==> config.mk <==
export PLATFORM = sky130hd
export DESIGN_NAME = dma_cfg_regs
export DESIGN_NICKNAME = d
export VERILOG_FILES = /design/src/rtl/dma_cfg_regs.sv
export SDC_FILE = /design/constraint.sdc
export NUM_CORES = 1
export LEC_CHECK = 0
export ABC_AREA = 1
export ABC_CLOCK_PERIOD_IN_PS = 1800
export CAP_MARGIN = 15
export CORE_MARGIN = 1
export CORE_UTILIZATION = 47
export CTS_CLUSTER_SIZE = 10
export DETAILED_ROUTE_END_ITERATION = 8
export GPL_ROUTABILITY_DRIVEN = 0
export PLACE_DENSITY = 0.81
export SLEW_MARGIN = 0
export SYNTH_ARGS = -nofsm -noshare
export SYNTH_HDL_FRONTEND = slang
export SYNTH_SLANG_ARGS = --single-unit
==> constraint.sdc <==
create_clock -name clk -period 1.8 [get_ports clk]
set_input_delay 0.27 -clock clk [delete_from_list [all_inputs] [get_ports clk]]
set_output_delay 0.27 -clock clk [all_outputs]
set_load 0.01 [all_outputs]
==> src/rtl/dma_cfg_regs.sv <==
// ICB register bank for the DMA engine: SRC/DST/LEN/CTRL/ID, start pulse, busy/done tracking, irq.
// One-cycle registered response; cmd_ready drops only while a response is stalled by rsp_ready.
module dma_cfg_regs #(
  parameter logic [31:0] BASE_ADDR = 32'h1000_0000,
  parameter logic [31:0] ID_VALUE  = 32'hD3A0_0001
) (
  input  logic        clk,
  input  logic        rst_n,
  input  logic        icb_cmd_valid,
  output logic        icb_cmd_ready,
  input  logic [31:0] icb_cmd_addr,
  input  logic        icb_cmd_read,
  input  logic [31:0] icb_cmd_wdata,
  input  logic [3:0]  icb_cmd_wmask,
  output logic        icb_rsp_valid,
  input  logic        icb_rsp_ready,
  output logic [31:0] icb_rsp_rdata,
  output logic        icb_rsp_err,
  input  logic        dma_done,
  output logic [31:0] src_addr_reg,
  output logic [31:0] dst_addr_reg,
  output logic [31:0] len_addr_reg,
  output logic [7:0]  sta_addr_reg,
  output logic        start,
  output logic        irq
);

  localparam logic [2:0] OFF_SRC  = 3'd0;
  localparam logic [2:0] OFF_DST  = 3'd1;
  localparam logic [2:0] OFF_LEN  = 3'd2;
  localparam logic [2:0] OFF_CTRL = 3'd3;
  localparam logic [2:0] OFF_ID   = 3'd4;

  logic [31:0] src_q, src_d;
  logic [31:0] dst_q, dst_d;
  logic [31:0] len_q, len_d;
  logic        ie_q, ie_d;
  logic        busy_q, busy_d;
  logic        done_q, done_d;
  logic        start_q, start_d;
  logic        dma_done_q, dma_done_prev_q;
  logic        rsp_valid_q, rsp_valid_d;
  logic        rsp_err_q, rsp_err_d;
  logic [31:0] rsp_rdata_q, rsp_rdata_d;

  logic        cmd_hs;
  logic        dec_err;
  logic        done_edge;
  logic        acc_err;
  logic        start_go;
  logic        done_clr;
  logic [2:0]  off;
  logic [31:0] rd_val;
  logic [31:0] ctrl_img;

  function automatic logic [31:0] merge_lanes(input logic [31:0] old_v,
                                              input logic [31:0] new_v,
                                              input logic [3:0]  mask);
    logic [31:0] res;
    res = old_v;
    for (int b = 0; b < 4; b++) begin
      if (mask[b]) res[8*b +: 8] = new_v[8*b +: 8];
    end
    return res;
  endfunction

  // Single outstanding transaction: a new command may enter as the old response leaves.
  assign icb_cmd_ready = ~rsp_valid_q | icb_rsp_ready;
  assign cmd_hs        = icb_cmd_valid & icb_cmd_ready;

  assign off     = icb_cmd_addr[4:2];
  assign dec_err = (icb_cmd_addr[31:12] != BASE_ADDR[31:12])
                 | (icb_cmd_addr[1:0] != 2'b00)
                 | (icb_cmd_addr[11:5] != 7'd0)
                 | (off > OFF_ID)
                 | (~icb_cmd_read & (off == OFF_ID));

  assign ctrl_img  = {28'd0, done_q, busy_q, ie_q, 1'b0};
  // Completion only counts as an edge on the registered level, and only while a transfer runs.
  assign done_edge = dma_done_q & ~dma_done_prev_q & busy_q;

  always_comb begin
    src_d       = src_q;
    dst_d       = dst_q;
    len_d       = len_q;
    ie_d        = ie_q;
    rsp_valid_d = rsp_valid_q;
    rsp_rdata_d = rsp_rdata_q;
    rsp_err_d   = rsp_err_q;
    acc_err     = 1'b0;
    rd_val      = 32'd0;
    start_go    = 1'b0;
    done_clr    = 1'b0;

    if (cmd_hs) begin
      if (dec_err) begin
        acc_err = 1'b1;
      end else if (icb_cmd_read) begin
        unique case (off)
          OFF_SRC:  rd_val = src_q;
          OFF_DST:  rd_val = dst_q;
          OFF_LEN:  rd_val = len_q;
          OFF_CTRL: rd_val = ctrl_img;
          default:  rd_val = ID_VALUE;
        endcase
      end else begin
        unique case (off)
          OFF_SRC: begin
            if (busy_q) acc_err = 1'b1;
            else        src_d   = merge_lanes(src_q, icb_cmd_wdata, icb_cmd_wmask);
          end
          OFF_DST: begin
            if (busy_q) acc_err = 1'b1;
            else        dst_d   = merge_lanes(dst_q, icb_cmd_wdata, icb_cmd_wmask);
          end
          OFF_LEN: begin
            if (busy_q) acc_err = 1'b1;
            else        len_d   = merge_lanes(len_q, icb_cmd_wdata, icb_cmd_wmask);
          end
          OFF_CTRL: begin
            if (icb_cmd_wmask[0]) begin
              ie_d     = icb_cmd_wdata[1];
              done_clr = icb_cmd_wdata[3];
              if (icb_cmd_wdata[0]) begin
                if (busy_q || (len_q == 32'd0)) acc_err  = 1'b1;
                else                            start_go = 1'b1;
              end
            end
          end
          default: acc_err = 1'b1;
        endcase
      end
      rsp_valid_d = 1'b1;
      rsp_rdata_d = acc_err ? 32'd0 : rd_val;
      rsp_err_d   = acc_err;
    end else if (icb_rsp_ready) begin
      rsp_valid_d = 1'b0;
    end
  end

  // A completion edge beats a same-cycle DONE clear; start and completion are mutually exclusive.
  always_comb begin
    done_d  = done_q;
    busy_d  = busy_q;
    start_d = start_go;
    if (done_edge)     done_d = 1'b1;
    else if (done_clr) done_d = 1'b0;
    if (done_edge)     busy_d = 1'b0;
    else if (start_go) busy_d = 1'b1;
  end

  always_ff @(posedge clk or negedge rst_n) begin
    if (!rst_n) begin
      src_q           <= 32'd0;
      dst_q           <= 32'd0;
      len_q           <= 32'd0;
      ie_q            <= 1'b0;
      busy_q          <= 1'b0;
      done_q          <= 1'b0;
      start_q         <= 1'b0;
      dma_done_q      <= 1'b0;
      dma_done_prev_q <= 1'b0;
      rsp_valid_q     <= 1'b0;
      rsp_rdata_q     <= 32'd0;
      rsp_err_q       <= 1'b0;
    end else begin
      src_q           <= src_d;
      dst_q           <= dst_d;
      len_q           <= len_d;
      ie_q            <= ie_d;
      busy_q          <= busy_d;
      done_q          <= done_d;
      start_q         <= start_d;
      dma_done_q      <= dma_done;
      dma_done_prev_q <= dma_done_q;
      rsp_valid_q     <= rsp_valid_d;
      rsp_rdata_q     <= rsp_rdata_d;
      rsp_err_q       <= rsp_err_d;
    end
  end

  assign icb_rsp_valid = rsp_valid_q;
  assign icb_rsp_rdata = rsp_rdata_q;
  assign icb_rsp_err   = rsp_err_q;
  assign src_addr_reg  = src_q;
  assign dst_addr_reg  = dst_q;
  assign len_addr_reg  = len_q;
  assign sta_addr_reg  = ctrl_img[7:0];
  assign start         = start_q;
  assign irq           = done_q & ie_q;

endmodule

* Word level (Yosys, flattened, before mapping)
Cells that the tools add are included.
** Word-level totals
- Register bits :: 136
- Input bits :: 74
** Operators by class
- Magnitude comparators :: 1
- Equal/unequal tests :: 5
- Mux-type cells :: 30
- Bitwise operators :: 15
- Reductions and logical operators :: 22
** Operators with widths (count)
- 32-bit one-hot mux with 4 select lines :: 1
- 32-bit 2-to-1 mux :: 3
- 6-bit AND reduction :: 12
- 32-bit zero test :: 1
- 1-bit 2-to-1 mux :: 25
- 20-bit by 17-bit inequality test with 1-bit output (second input constant) :: 1
- 2-bit nonzero test :: 4
- 7-bit nonzero test :: 1
- 3-bit by 2-bit equality test with 1-bit output (second input constant) :: 2
- 1-bit AND :: 5
- 1-bit NOT :: 5
- 1-bit bitwise OR :: 5
- 5-bit AND reduction :: 1
- 3-bit by 1-bit equality test with 1-bit output (second input constant) :: 1
- 3-bit equality test (second input constant) :: 1
- 3-bit > comparator (second input constant) :: 1
- 3-bit zero test :: 1
- 3-bit OR reduction :: 1
- 1-bit one-hot mux with 2 select lines :: 1
- 1-bit logical OR :: 1

* Longest topological paths before layout
- Depth in word-level cells :: 11
- Mapped depth :: 10
- Mapped depth without buffers :: 9

* Least setup slack after synthesis
No wires, ideal clock.
- Path kind :: register to register
- From :: register rsp_valid_q, in the netlist icb_rsp_valid
- To :: register len_q[0], in the netlist len_addr_reg[0]
- Library setup time :: 0.119 ns
- Data arrival time :: 1.621 ns
- Slack :: 0.060 ns
- Cell stages (with the launch flop) :: 7
- Buffers on the path :: 0
- Path through :: dfrtp_1 > nand2_1 > nand2_1 > nor2_1 > nand3_1 > nand2_1 > nand2_1
** On the way
- Longest elaborated chain between the ends :: 4
** RTL lines
- start, declared :: line 42 : logic rsp_valid_q, rsp_valid_d;
- start signal, assigned :: line 176 : rsp_valid_q <= rsp_valid_d;
- 1-bit NOT :: line 68 : assign icb_cmd_ready = ~rsp_valid_q | icb_rsp_ready;
- 1-bit bitwise OR :: line 68
- named net icb_cmd_ready :: line 10 : output logic icb_cmd_ready,
- 1-bit AND :: line 69 : assign cmd_hs = icb_cmd_valid & icb_cmd_ready;
- 6-bit AND reduction (no source line)
- end signal, assigned :: line 169 : len_q <= len_d;
- end, declared :: line 36 : logic [31:0] len_q, len_d;
The timed path passes the listed nets, and every way through them passes these cells.
A chain may end at the register's enable or synchronous reset.

* Worst setup path in the final report
- From :: register done_q
- To :: output irq
** On the way
- Longest elaborated chain between the ends :: 1
** RTL lines
- start, declared :: line 39 : logic done_q, done_d;
- start signal, assigned :: line 172 : done_q <= done_d;
- 1-bit AND :: line 190 : assign irq = done_q & ie_q;
- end, declared :: line 25 : output logic irq
No other way between the ends.

==> implementation parameters <==
Parameter                              Value

Synth
  Cell variety after synth    28
  Largest family of logic cells by synthesized area    simple AND/OR/NAND/NOR gates
  Register area share after synthesis    51.6%
  Dominant cells by area after synthesis    sky130_fd_sc_hd__dfrtp_1, sky130_fd_sc_hd__nand2_1, sky130_fd_sc_hd__nand4_1
  Top cell type's share of synthesized area    51.6%
  XOR/XNOR Fraction of Synth Area    0%
  Number of enable-type register cells in the synthesized netlist    0
  Synth Flop Type    sky130_fd_sc_hd__dfrtp_1
  Mux contribution to synthesized area    0%
  Async set-or-reset flop fraction in the synthesized netlist    100%
  Area share of fa/ha/maj cells after synthesis    0%
  Most area-hungry cell type in the Yosys netlist    sky130_fd_sc_hd__dfrtp_1
  Synth Warn #    0
  Synthesized instance count    822
  Flops & latches, synth    136
  Average cell area after synthesis    8.03 um^2
  Post-Syn Area    6600 um^2
  Post-synthesis compound-gate area fraction    2.77%
  Post-synthesis share of cell area spent on and, or, nand and nor gates    39.9%

Power
  Final total power    0.00741 W
  Cell area power density    736 nW/um^2
  Leakage    4.96 nW
  Worst voltage drop across the vdd grid    0.000615 V

Layout
  Multi-input logic area    2880 um^2
  Layout cell share with drive strength beyond 1    12.3%
  Top library cells by usage in the layout, fill and taps aside    sky130_fd_sc_hd__nand2_1, sky130_fd_sc_hd__clkdlybuf4s50_1, sky130_fd_sc_hd__dfrtp_1
  Antenna cell count    0
  Register area    3400 um^2
  Final cell area excluding filler cells    10100 um^2
  Filler cells    973
  Fin util    74.8%
  Layout area overhead    52.5%
  Most common cell after layout, fill and taps aside    sky130_fd_sc_hd__nand2_1
  Nets    1156

Global routing
  Wire length of the first global-routing pass    35.6 mm
  Total congestion overflow    0
  All-Layer GR Usage    32.1%
  M2 GR Usage    55.0%
  Number of antenna violations at the first check in global routing    0
  Routing layer with the top usage in global route    met2
  Via count of the first global-routing pass    7069
  Met3 Use GR    7.83%
  GR Layer Usage met1    38.6%
  Maximum number of pins on one net before global-route repair    56

STA
  Setup TNS    0 ns
  Time the final worst path needs with I/O delays and setup    1.75 ns
  Tightest Pin Transition    0.569 ns
  Maximum achievable frequency    573 MHz
  Pins over their slew limit    0
  Slew headroom    62.1%
  Crit share post-route    97.0%
  Fin Clk Skew    0.00697 ns
  Final critical-path setup slack    0.0546 ns
  Setup-failing EPs final    0
  Unrepaired setup endpoints after global routing    no
  Hold violation count in the final report    0

Floorplanning
  Die area    14500 um^2
  Core Box Area    13500 um^2
  Standard-cell row count    42
  I/O pin count    215
  Die Width    121 um
  Initial standard-cell utilization of the core    49.1%
  Die Height    121 um

Critical path
  CP Data Required Time    1.53 ns
  Path type of the worst setup path    reg -> out
  Worst path arrival time    1.48 ns
  Largest fanout on the critical path    4
  Worst Reg2Reg Path Length in Cells    8
  Kind of start point of the critical path    flip-flop
  Type of destination of the critical path    primary output

Clock network
  Clock buffers created by TritonCTS    17
  Cell at the root of the clock tree    sky130_fd_sc_hd__clkbuf_16
  Maximum root-to-sink buffer count    2
  Clock insertion delay at the later pin of the skew report    0.43 ns
  Sink count of the clock tree    136
  TritonCTS clock tree    done
  Clock-pin slew on the worst setup and hold paths    0.06 ns
  CTS H-Tree Depth    4

Detailed routing
  Total iterations of the first detailed-routing run    5
  Iteration-0 DRC Markers    588
  Vias per std cell    5.57
  DRC Markers    0
  Vias    7081
  Detailed-route wire length    22.3 mm
  Remaining antenna violation count    0
  Routed WL per cell    17.6 um

Hold path
  Hold WC Path Type    in -> reg
  Cells on Worst Hold Path    1

Placement
  Number of port buffers    209
  HPWL Detailed    15.6 mm
  Cell area after placement    9420 um^2
  Worst slack after detailed placement    -0.290 ns

Outcome
  Outcome    finished, final reports clean

Flow run
  Max Cap Violations    0
==> metrics by stage <==
| stage | hold slack, ns | instances |
|---|---|---|
| 2_1_floorplan | -0.0256 | 826 |
| 3_3_place_gp | 0.271 | 1238 |
| 3_5_place_dp | 0.278 | 1238 |
| 4_1_cts | 0.271 | 1271 |
| 5_1_grt | 0.292 | 1271 |
| 6_report | 0.281 | 1271 |
==> final timing paths <==
path | endpoint | start | slack (ns)
setup reg to reg | icb_rsp_rdata[30]$_DFFE_PN0P_ | icb_rsp_valid$_DFFE_PN0P_ | 0.12
hold / removal | dma_done_q$_DFF_PN0_ | dma_done | 0.28
max in group asynchronous | icb_rsp_valid$_DFFE_PN0P_ | rst_n | 0.84
min in group asynchronous | dst_addr_reg[19]$_DFFE_PN0P_ | rst_n | 0.38
setup / recovery | irq | done_q$_DFFE_PN0P_ | 0.05
hold reg to reg | dma_done_prev_q$_DFF_PN0_ | dma_done_q$_DFF_PN0_ | 0.39
==> where the power goes <==
part / switching [W] / internal, W / total (W)
combinational: 0.000338 / 0.000285 / 0.000623
clock: 0.00133 / 0.00238 / 0.00370
sequential: 0.0000118 / 0.00307 / 0.00308
==> cell usage after synthesis, types with 4 or more instances <==
cell type and instances:
sky130_fd_sc_hd__buf_6 4, sky130_fd_sc_hd__nand2_1 371, sky130_fd_sc_hd__buf_4 12, sky130_fd_sc_hd__dfrtp_1 136, sky130_fd_sc_hd__o21ai_0 10, sky130_fd_sc_hd__nand3_4 5, sky130_fd_sc_hd__a221oi_1 5, sky130_fd_sc_hd__buf_2 4
sky130_fd_sc_hd__nand4_1 96, sky130_fd_sc_hd__a21oi_1 5, sky130_fd_sc_hd__nand3_1 54, sky130_fd_sc_hd__inv_1 17, sky130_fd_sc_hd__nor2_1 48, sky130_fd_sc_hd__clkbuf_1 31
==> metal layers <==
metal | part of all wire, % | up-vias
li1 | - | 3261
met1 | 38 | 3353
met2 | 50 | 403
met3 | 8.5 | 64
met4 | 2.6 | 0
met5 | 0 | -
==> cell type report <==
type	count	share of cell area, %
clock buffer	19	4.50
clock inverter	13	1.75
inverter	17	0.634
multi-input combinational	619	28.6
sequential	136	33.8
tap	176	2.19
timing repair buffer	291	28.5
==> critical path, cell delays in order (launching register included) <==
cell	delay [ns]
sky130_fd_sc_hd__dfrtp_1	0.40
sky130_fd_sc_hd__nand2_1	0.07
sky130_fd_sc_hd__inv_1	0.05
sky130_fd_sc_hd__clkdlybuf4s50_1	0.52
==> what timing repair did <==
action | in CTS | in global routing
hold buffers | 1 | 0
hold endpoints to repair | 49 | 0
setup endpoints to repair | 2 | 4
buffers inserted | 0 | 0
resized for setup | 2 | 1
==> cell families (layout without fill, tap and decap cells) <==
kind of cell	Yosys count	after routing
compound gates	28	28
buf+inv	71	340
flops	136	136
other cells	1	5
simple gates	586	586
Power figures use the tool's default switching activity.
